File: config.mk
export PLATFORM = sky130hd
export DESIGN_NAME = serial_add_ctrl
export DESIGN_NICKNAME = d
export VERILOG_FILES = /design/src/rtl/serial_add_ctrl.sv
export SDC_FILE = /design/constraint.sdc
export NUM_CORES = 1
export LEC_CHECK = 0
export ABC_AREA = 1
export CORE_MARGIN = 3
export CORE_UTILIZATION = 30
export DETAILED_ROUTE_END_ITERATION = 12
export PLACE_DENSITY = 0.58
export SYNTH_ARGS = -nofsm -noshare
export SYNTH_HDL_FRONTEND = slang
export SYNTH_SLANG_ARGS = --single-unit
export TNS_END_PERCENT = 10
File: constraint.sdc
create_clock -name clk -period 1.6 [get_ports clk]
set_input_delay 0.4 -clock clk [delete_from_list [all_inputs] [get_ports clk]]
set_output_delay 0.4 -clock clk [all_outputs]
set_load 0.02 [all_outputs]
File: src/rtl/serial_add_ctrl.sv
// serial_add_ctrl
//   Sequencer for bit-serial addition of two WIDTH-bit operands. Both
//   operands are latched on an accepted start. They are shifted LSB-first
//   through a single-bit full adder with a carry register. The sum bits are
//   collected in a result shift register and published on completion.
//
//   Optional build macro: SERIAL_ADD_SUB_EN
//     Adds a 'sub' input. When sub=1, the module computes op_a - op_b by
//     loading ~op_b and setting the initial carry to 1. In that mode cout=1
//     means no borrow.
//
//   Ports
//     clk, reset       rising-edge clock, async active-high reset
//     start, abort     request (accepted only when idle) / synchronous cancel
//     sub              (SERIAL_ADD_SUB_EN only) subtract select, sampled on accept
//     op_a, op_b       operands, sampled in the accept cycle
//     busy             high while an operation is in SHIFT or DONE
//     done             one-cycle pulse: sum/cout valid
//     sum, cout        registered result, held until the next completion
//     ser_a, ser_b,    serial adder taps for debug; these are 0 outside SHIFT
//     ser_sum
module serial_add_ctrl #(
    parameter  int WIDTH = 8,
    localparam int CNT_W = $clog2(WIDTH + 1)
) (
    input  logic             clk,
    input  logic             reset,
    input  logic             start,
    input  logic             abort,
`ifdef SERIAL_ADD_SUB_EN
    input  logic             sub,
`endif
    input  logic [WIDTH-1:0] op_a,
    input  logic [WIDTH-1:0] op_b,
    output logic             busy,
    output logic             done,
    output logic [WIDTH-1:0] sum,
    output logic             cout,
    output logic             ser_a,
    output logic             ser_b,
    output logic             ser_sum
);

    typedef enum logic [1:0] {IDLE, SHIFT, DONE} state_t;

    localparam logic [CNT_W-1:0] LAST = CNT_W'(WIDTH - 1);

    state_t           state, state_nxt;
    logic [CNT_W-1:0] cnt;
    logic             carry;
    logic [WIDTH-1:0] a_sr, b_sr, res_sr;
    logic [WIDTH-1:0] sum_q;
    logic             cout_q;

    logic             accept;
    logic             last;
    logic             carry_nxt;
    logic [WIDTH-1:0] load_b;
    logic             carry_init;

`ifdef SERIAL_ADD_SUB_EN
    // Two's-complement subtract: a + ~b + 1.
    assign load_b     = sub ? ~op_b : op_b;
    assign carry_init = sub;
`else
    assign load_b     = op_b;
    assign carry_init = 1'b0;
`endif

    // State register
    always_ff @(posedge clk or posedge reset) begin
        if (reset) state <= IDLE;
        else       state <= state_nxt;
    end

    // Next state and outputs
    always_comb begin
        state_nxt = state;
        busy      = (state != IDLE);
        done      = 1'b0;
        accept    = 1'b0;
        last      = 1'b0;
        ser_a     = 1'b0;
        ser_b     = 1'b0;
        ser_sum   = 1'b0;
        case (state)
            IDLE: begin
                // abort wins over a simultaneous start
                if (start && !abort) begin
                    accept    = 1'b1;
                    state_nxt = SHIFT;
                end
            end
            SHIFT: begin
                ser_a   = a_sr[0];
                ser_b   = b_sr[0];
                ser_sum = a_sr[0] ^ b_sr[0] ^ carry;
                if (abort) begin
                    state_nxt = IDLE;
                end else if (cnt == LAST) begin
                    last      = 1'b1;
                    state_nxt = DONE;
                end
            end
            DONE: begin
                // Outputs are already committed, so done pulses even under abort.
                done      = 1'b1;
                state_nxt = IDLE;
            end
            default: state_nxt = IDLE;
        endcase
    end

    assign carry_nxt = (ser_a & ser_b) | (carry & (ser_a ^ ser_b));

    // Serial datapath and result registers
    always_ff @(posedge clk or posedge reset) begin
        if (reset) begin
            cnt    <= '0;
            carry  <= 1'b0;
            a_sr   <= '0;
            b_sr   <= '0;
            res_sr <= '0;
            sum_q  <= '0;
            cout_q <= 1'b0;
        end else if (accept) begin
            a_sr  <= op_a;
            b_sr  <= load_b;
            carry <= carry_init;
            cnt   <= '0;
        end else if (state == SHIFT) begin
            if (abort) begin
                carry <= 1'b0;
                cnt   <= '0;
            end else begin
                a_sr   <= a_sr >> 1;
                b_sr   <= b_sr >> 1;
                res_sr <= {ser_sum, res_sr[WIDTH-1:1]};
                carry  <= carry_nxt;
                cnt    <= cnt + 1'b1;
                // Publish on entry to DONE. The result shift register update
                // is not visible until next cycle, so build the word here.
                if (last) begin
                    sum_q  <= {ser_sum, res_sr[WIDTH-1:1]};
                    cout_q <= carry_nxt;
                end
            end
        end else if (state == DONE) begin
            carry <= 1'b0;
            cnt   <= '0;
        end
    end

    assign sum  = sum_q;
    assign cout = cout_q;

endmodule
-- Word level (Yosys, flattened, before mapping)
Index checks and enable logic that the tools add are counted.
- logic and storage cells: 60
- output and inout bits: 14
- register bits after elaboration: 40
- equal/unequal tests: 6
- bitwise operators: 8
- muxes and demuxes: 27
- reduce and logical (&&, ||, !) cells: 10
- add/subtract/negate cells: 1
- operators with widths (cell ; number):
    two-way mux 8 bit ; 6
    two-way mux 4 bit ; 4
    two-way mux 1 bit ; 13
    two-way mux 2 bit ; 3
    adder 4 x 1 -> 4 bit (second input constant) ; 1
    == test 4 x 3 -> 1 bit (second input constant) ; 1
    one-hot mux 2 bit (2 select lines) ; 1
    AND reduction 2 bit ; 2
    AND reduction 4 bit ; 1
    nonzero test 2 bit ; 2
    inequality test 3 bit (second input constant) ; 1
    AND reduction 3 bit ; 1
    nonzero test 3 bit ; 1
    XOR 1 bit ; 3
    AND 1 bit ; 2
    == test 2 x 1 -> 1 bit (second input constant) ; 1
    == test 2 bit (second input constant) ; 1
    logical NOT 2 bit ; 1
    inequality test 2 x 1 -> 1 bit (second input constant) ; 1
    inequality test 2 bit (second input constant) ; 1
    inverter 1 bit ; 2
    logical AND 1 bit ; 1
    logical NOT 1 bit ; 1
    bitwise OR 1 bit ; 1

-- Logic depth before layout (Yosys ltp)
- depth in word-level cells: 8
- gate-level depth with buffers: 8

-- Worst setup path after synthesis
No wires, ideal clock.
- path kind: flip-flop to flip-flop
- from: register state[1]
- to: register carry
- arrival time: 1.489 ns
- path buffers: 0
- cell stages (with the launch flop): 8
- slack: -0.006 ns
- library setup time: 0.117 ns
- cells stage by stage: dfrtp_1 inv_1 nand2_1 nor2_1 ha_1 a21o_1 nand2_1 nand2_1
- word-level cells in the longest chain between the ends: 8
- ends and longest elaborated chain (item ; RTL line ; RTL):
    start: declaration ; 48 ; state_t state, state_nxt;
    start signal: assignment ; 73 ; else state <= state_nxt;
    == test 2 x 1 -> 1 bit * ; 86 ; case (state)
    two-way mux 1 bit * ; 86 ;
    net ser_a ; 39 ; output logic ser_a,
    XOR 1 bit ; 114 ; assign carry_nxt = (ser_a & ser_b) | (carry & (ser_a ^ ser_b));
    AND 1 bit ; 114 ;
    bitwise OR 1 bit * ; 114 ;
    two-way mux 1 bit * ; 132 ; if (abort) begin
    two-way mux 1 bit * ; 131 ; end else if (state == SHIFT) begin
    two-way mux 1 bit * ; 126 ; end else if (accept) begin
    end signal: assignment ; 129 ; carry <= carry_init;
    end signal: assignment ; 139 ; carry <= carry_nxt;
    end: declaration ; 50 ; logic carry;
The timed path passes the listed nets; every way through them passes the cells marked *.
A chain may end at the register's enable or synchronous reset.

-- Worst setup path after layout
- from: register b_sr[0]
- to: output ser_sum
- word-level cells in the longest chain between the ends: 3
- ends and longest elaborated chain (item ; RTL line ; RTL):
    start: declaration ; 51 ; logic [WIDTH-1:0] a_sr, b_sr, res_sr;
    start signal: assignment ; 128 ; b_sr <= load_b;
    start signal: assignment ; 137 ; b_sr <= b_sr >> 1;
    XOR 1 bit (2 in a row) ; 97 ; ser_sum = a_sr[0] ^ b_sr[0] ^ carry;
    two-way mux 1 bit ; 86 ;
    end: declaration ; 41 ; output logic ser_sum
No other way between the ends.

==> results.json <==
{
  "cts_buffers": 5,
  "drt-initial-drc-count": 44,
  "final_cell_mix": "nand2_1, dfrtp_1, nand3_1, buf_4, inv_1",
  "worst_slew_pin_slew_ns": 0.2725,
  "synth_cell_types": 20,
  "clock-sinks": 39,
  "r2r_slack_ns": 0.14,
  "power_leakage_nw": 1.302,
  "num_rows": 28,
  "cp-end-kind": "output pin",
  "gp_congestion": 0.7527,
  "drive_gt1_share_pct": 22.46,
  "track_usage_pct": 11.81,
  "htree_levels": 2,
  "dp_hpwl_um": 2886,
  "path_class": "reg2out",
  "grt_pass1_vias": 1563,
  "crit_arrival_ns": 1.24,
  "root_buffer": "clkbuf_8",
  "cp-start-kind": "flip-flop",
  "power_density_mw_per_mm2": 1092,
  "grt_max_degree": 40,
  "critical_path.max_fanout": 3,
  "drt_wl_total_um": 3907,
  "max_freq_mhz": 611.2,
  "fin_skew_ns": 0.008935,
  "violations": "negative setup slack",
  "clkTransAtPathRegs_ns": 0.08,
  "port_buffers": 33,
  "max_slew_margin_pct": 81.83,
  "ys_warn_count": 0,
  "wire_per_inst_um": 11.13,
  "status": "complete, but fails checks",
  "postLayoutCellArea_sq_mm": 0.002562,
  "ys_seq_elements": 39,
  "die_x_um": 84.73,
  "syn_to_final_growth_pct": 37.82,
  "post-cts-setup-buffer-count": 0,
  "ctsHoldBuffers": 0,
  "die_area_sq_mm": 0.007178,
  "syn_area_sq_mm": 0.001859,
  "finalNetCount": 297,
  "setup_viol": 1,
  "antenna_found_initial": 0,
  "viasPerCell": 4.396,
  "io_pins": 34,
  "rsz0062_at_grt": "yes",
  "diodes": 0,
  "drv_slew": 0,
  "fin_crit_sh_pct": 102.3,
  "first_pass_iters": 4,
  "die-height_um": 84.73,
  "cts_tree": "built",
  "period_minus_slack_ns": 1.636,
  "vias": 1543,
  "syn_inst": 215,
  "cts_buffer_depth": 2,
  "ir_drop_mv": 0.3615,
  "tns_ns": -0.03623,
  "final_common_cell": "nand2_1",
  "ys_seq_area_share_pct": 52.49,
  "grt_pass1_wl_um": 6906,
  "cap_violations": 0,
  "drcViolationCount": 0,
  "start_util_pct": 31.22,
  "syn_area_per_cell_sq_um": 8.648,
  "setup_slack_ns": -0.03623,
  "grt-ovfl-total": 0,
  "dpl_cell_area_sq_mm": 0.002464,
  "holdCritPathClass": "in2async",
  "hold_violations": 0,
  "synth_nets": 237,
  "ant_nets": 0,
  "cp_data_required_time_ns": 1.20,
  "coreArea_sq_mm": 0.005956,
  "clkLatencyLatePin_ns": 0.29
}
[state kept, by name, summed over array words and instances, names as in the netlist]
name,flops
cnt,4
res_sr,7
carry,1
b_sr,8
sum,8
state,2
cout,1
a_sr,8
[metal layers]
metal / track usage, % / share of wire (%)
met1: 15.71 / 49
met2: 18.93 / 45
met4: 3.453 / 0.84
met5: 0 / 0
met3: 3.140 / 5.0
[report_power, final]
| part | switching, mW | leakage [nW] | internal, mW |
|---|---|---|---|
| Combinational | 0.375 | 0.729 | 0.295 |
| Sequential | 0.0955 | 0.512 | 1.19 |
| Clock | 0.341 | 0.0612 | 0.505 |
| Total | 0.811 | 1.30 | 1.99 |
[layout make-up]
type	count	area [sq um]
Sequential cell	39	975.9
Clock buffer	6	82.58
Clock inverter	2	35.03
Timing Repair Buffer	60	529.3
Multi-Input combinational cell	143	748.2
Fill cell	646	3393
Tap cell	75	93.84
Inverter	26	97.59
[Yosys cell counts]
cell type / number / share of area, %
a21o_1: 1 / 0.40
buf_2: 3 / 0.81
buf_6: 3 / 1.8
clkbuf_1: 1 / 0.20
clkinv_1: 1 / 0.20
dfrtp_1: 39 / 52
ha_1: 2 / 1.3
inv_1: 24 / 4.8
inv_2: 1 / 0.20
nand2_1: 56 / 11
nand2_4: 3 / 1.8
nand3_1: 33 / 8.9
nand3b_1: 6 / 2.4
nand4_1: 2 / 0.67
nor2_1: 8 / 1.6
nor2_2: 2 / 0.67
nor2_4: 2 / 1.2
o21ai_0: 19 / 5.1
o21ai_2: 7 / 3.3
or2_2: 2 / 0.67
[timing repair]
| item | in CTS | in global routing |
|---|---|---|
| pin swaps | 0 | 1 |
| endpoints found under the setup margin | 14 | 5 |
| resized for setup | 29 | 5 |
[kinds of logic after synthesis]
kind of cell / Yosys count / share of synthesized area [%]
fa+ha+maj: 2 / 1.346
flops: 39 / 52.49
simple gates: 114 / 29.27
buf+inv: 33 / 8.075
compound gates: 27 / 8.816
[path summary, 6_finish.rpt]
check                                     start               endpoint  depth (start not counted)
max reg2reg                state[1]$_DFFE_PP0P_    a_sr[3]$_DFFE_PP0P_                          8
min reg2reg                  sum[6]$_DFFE_PP0P_     sum[6]$_DFFE_PP0P_                          2
max in group asynchronous                 reset  res_sr[3]$_DFFE_PP0P_                          3
min in group clk             sum[6]$_DFFE_PP0P_     sum[6]$_DFFE_PP0P_                          2
max                         b_sr[0]$_DFFE_PP0P_                ser_sum                          7
min                                       reset    a_sr[4]$_DFFE_PP0P_                          3
[per-stage QoR]
| stage | total power [mW] | setup WS [ns] | hold slack (ns) | util (%) | cells |
|---|---|---|---|---|---|
| 5_1_grt | 2.988 | -0.1633 | 0.4776 | 43.03 | 351 |
| 3_5_place_dp | 1.976 | -0.1723 | 0.4661 | 41.37 | 343 |
| 2_1_floorplan | 1.702 | 0.09869 | 0.4493 | - | 215 |
| 6_report | 2.798 | -0.03623 | 0.4593 | 43.03 | 351 |
| 4_1_cts | 2.821 | -0.04134 | 0.4633 | 42.90 | 351 |
| 3_3_place_gp | 1.957 | -0.1441 | 0.4643 | 41.37 | 343 |
[critical path, cell delays in order (launching register included)]
cell and delay [ns]:
dfrtp_1 0.37, inv_1 0.07, nand2_2 0.08, nand2_1 0.05, nand2_1 0.07, nand2_1 0.06
nor2_1 0.11, buf_4 0.15
Note: power is estimated with default switching activity, not from simulation.
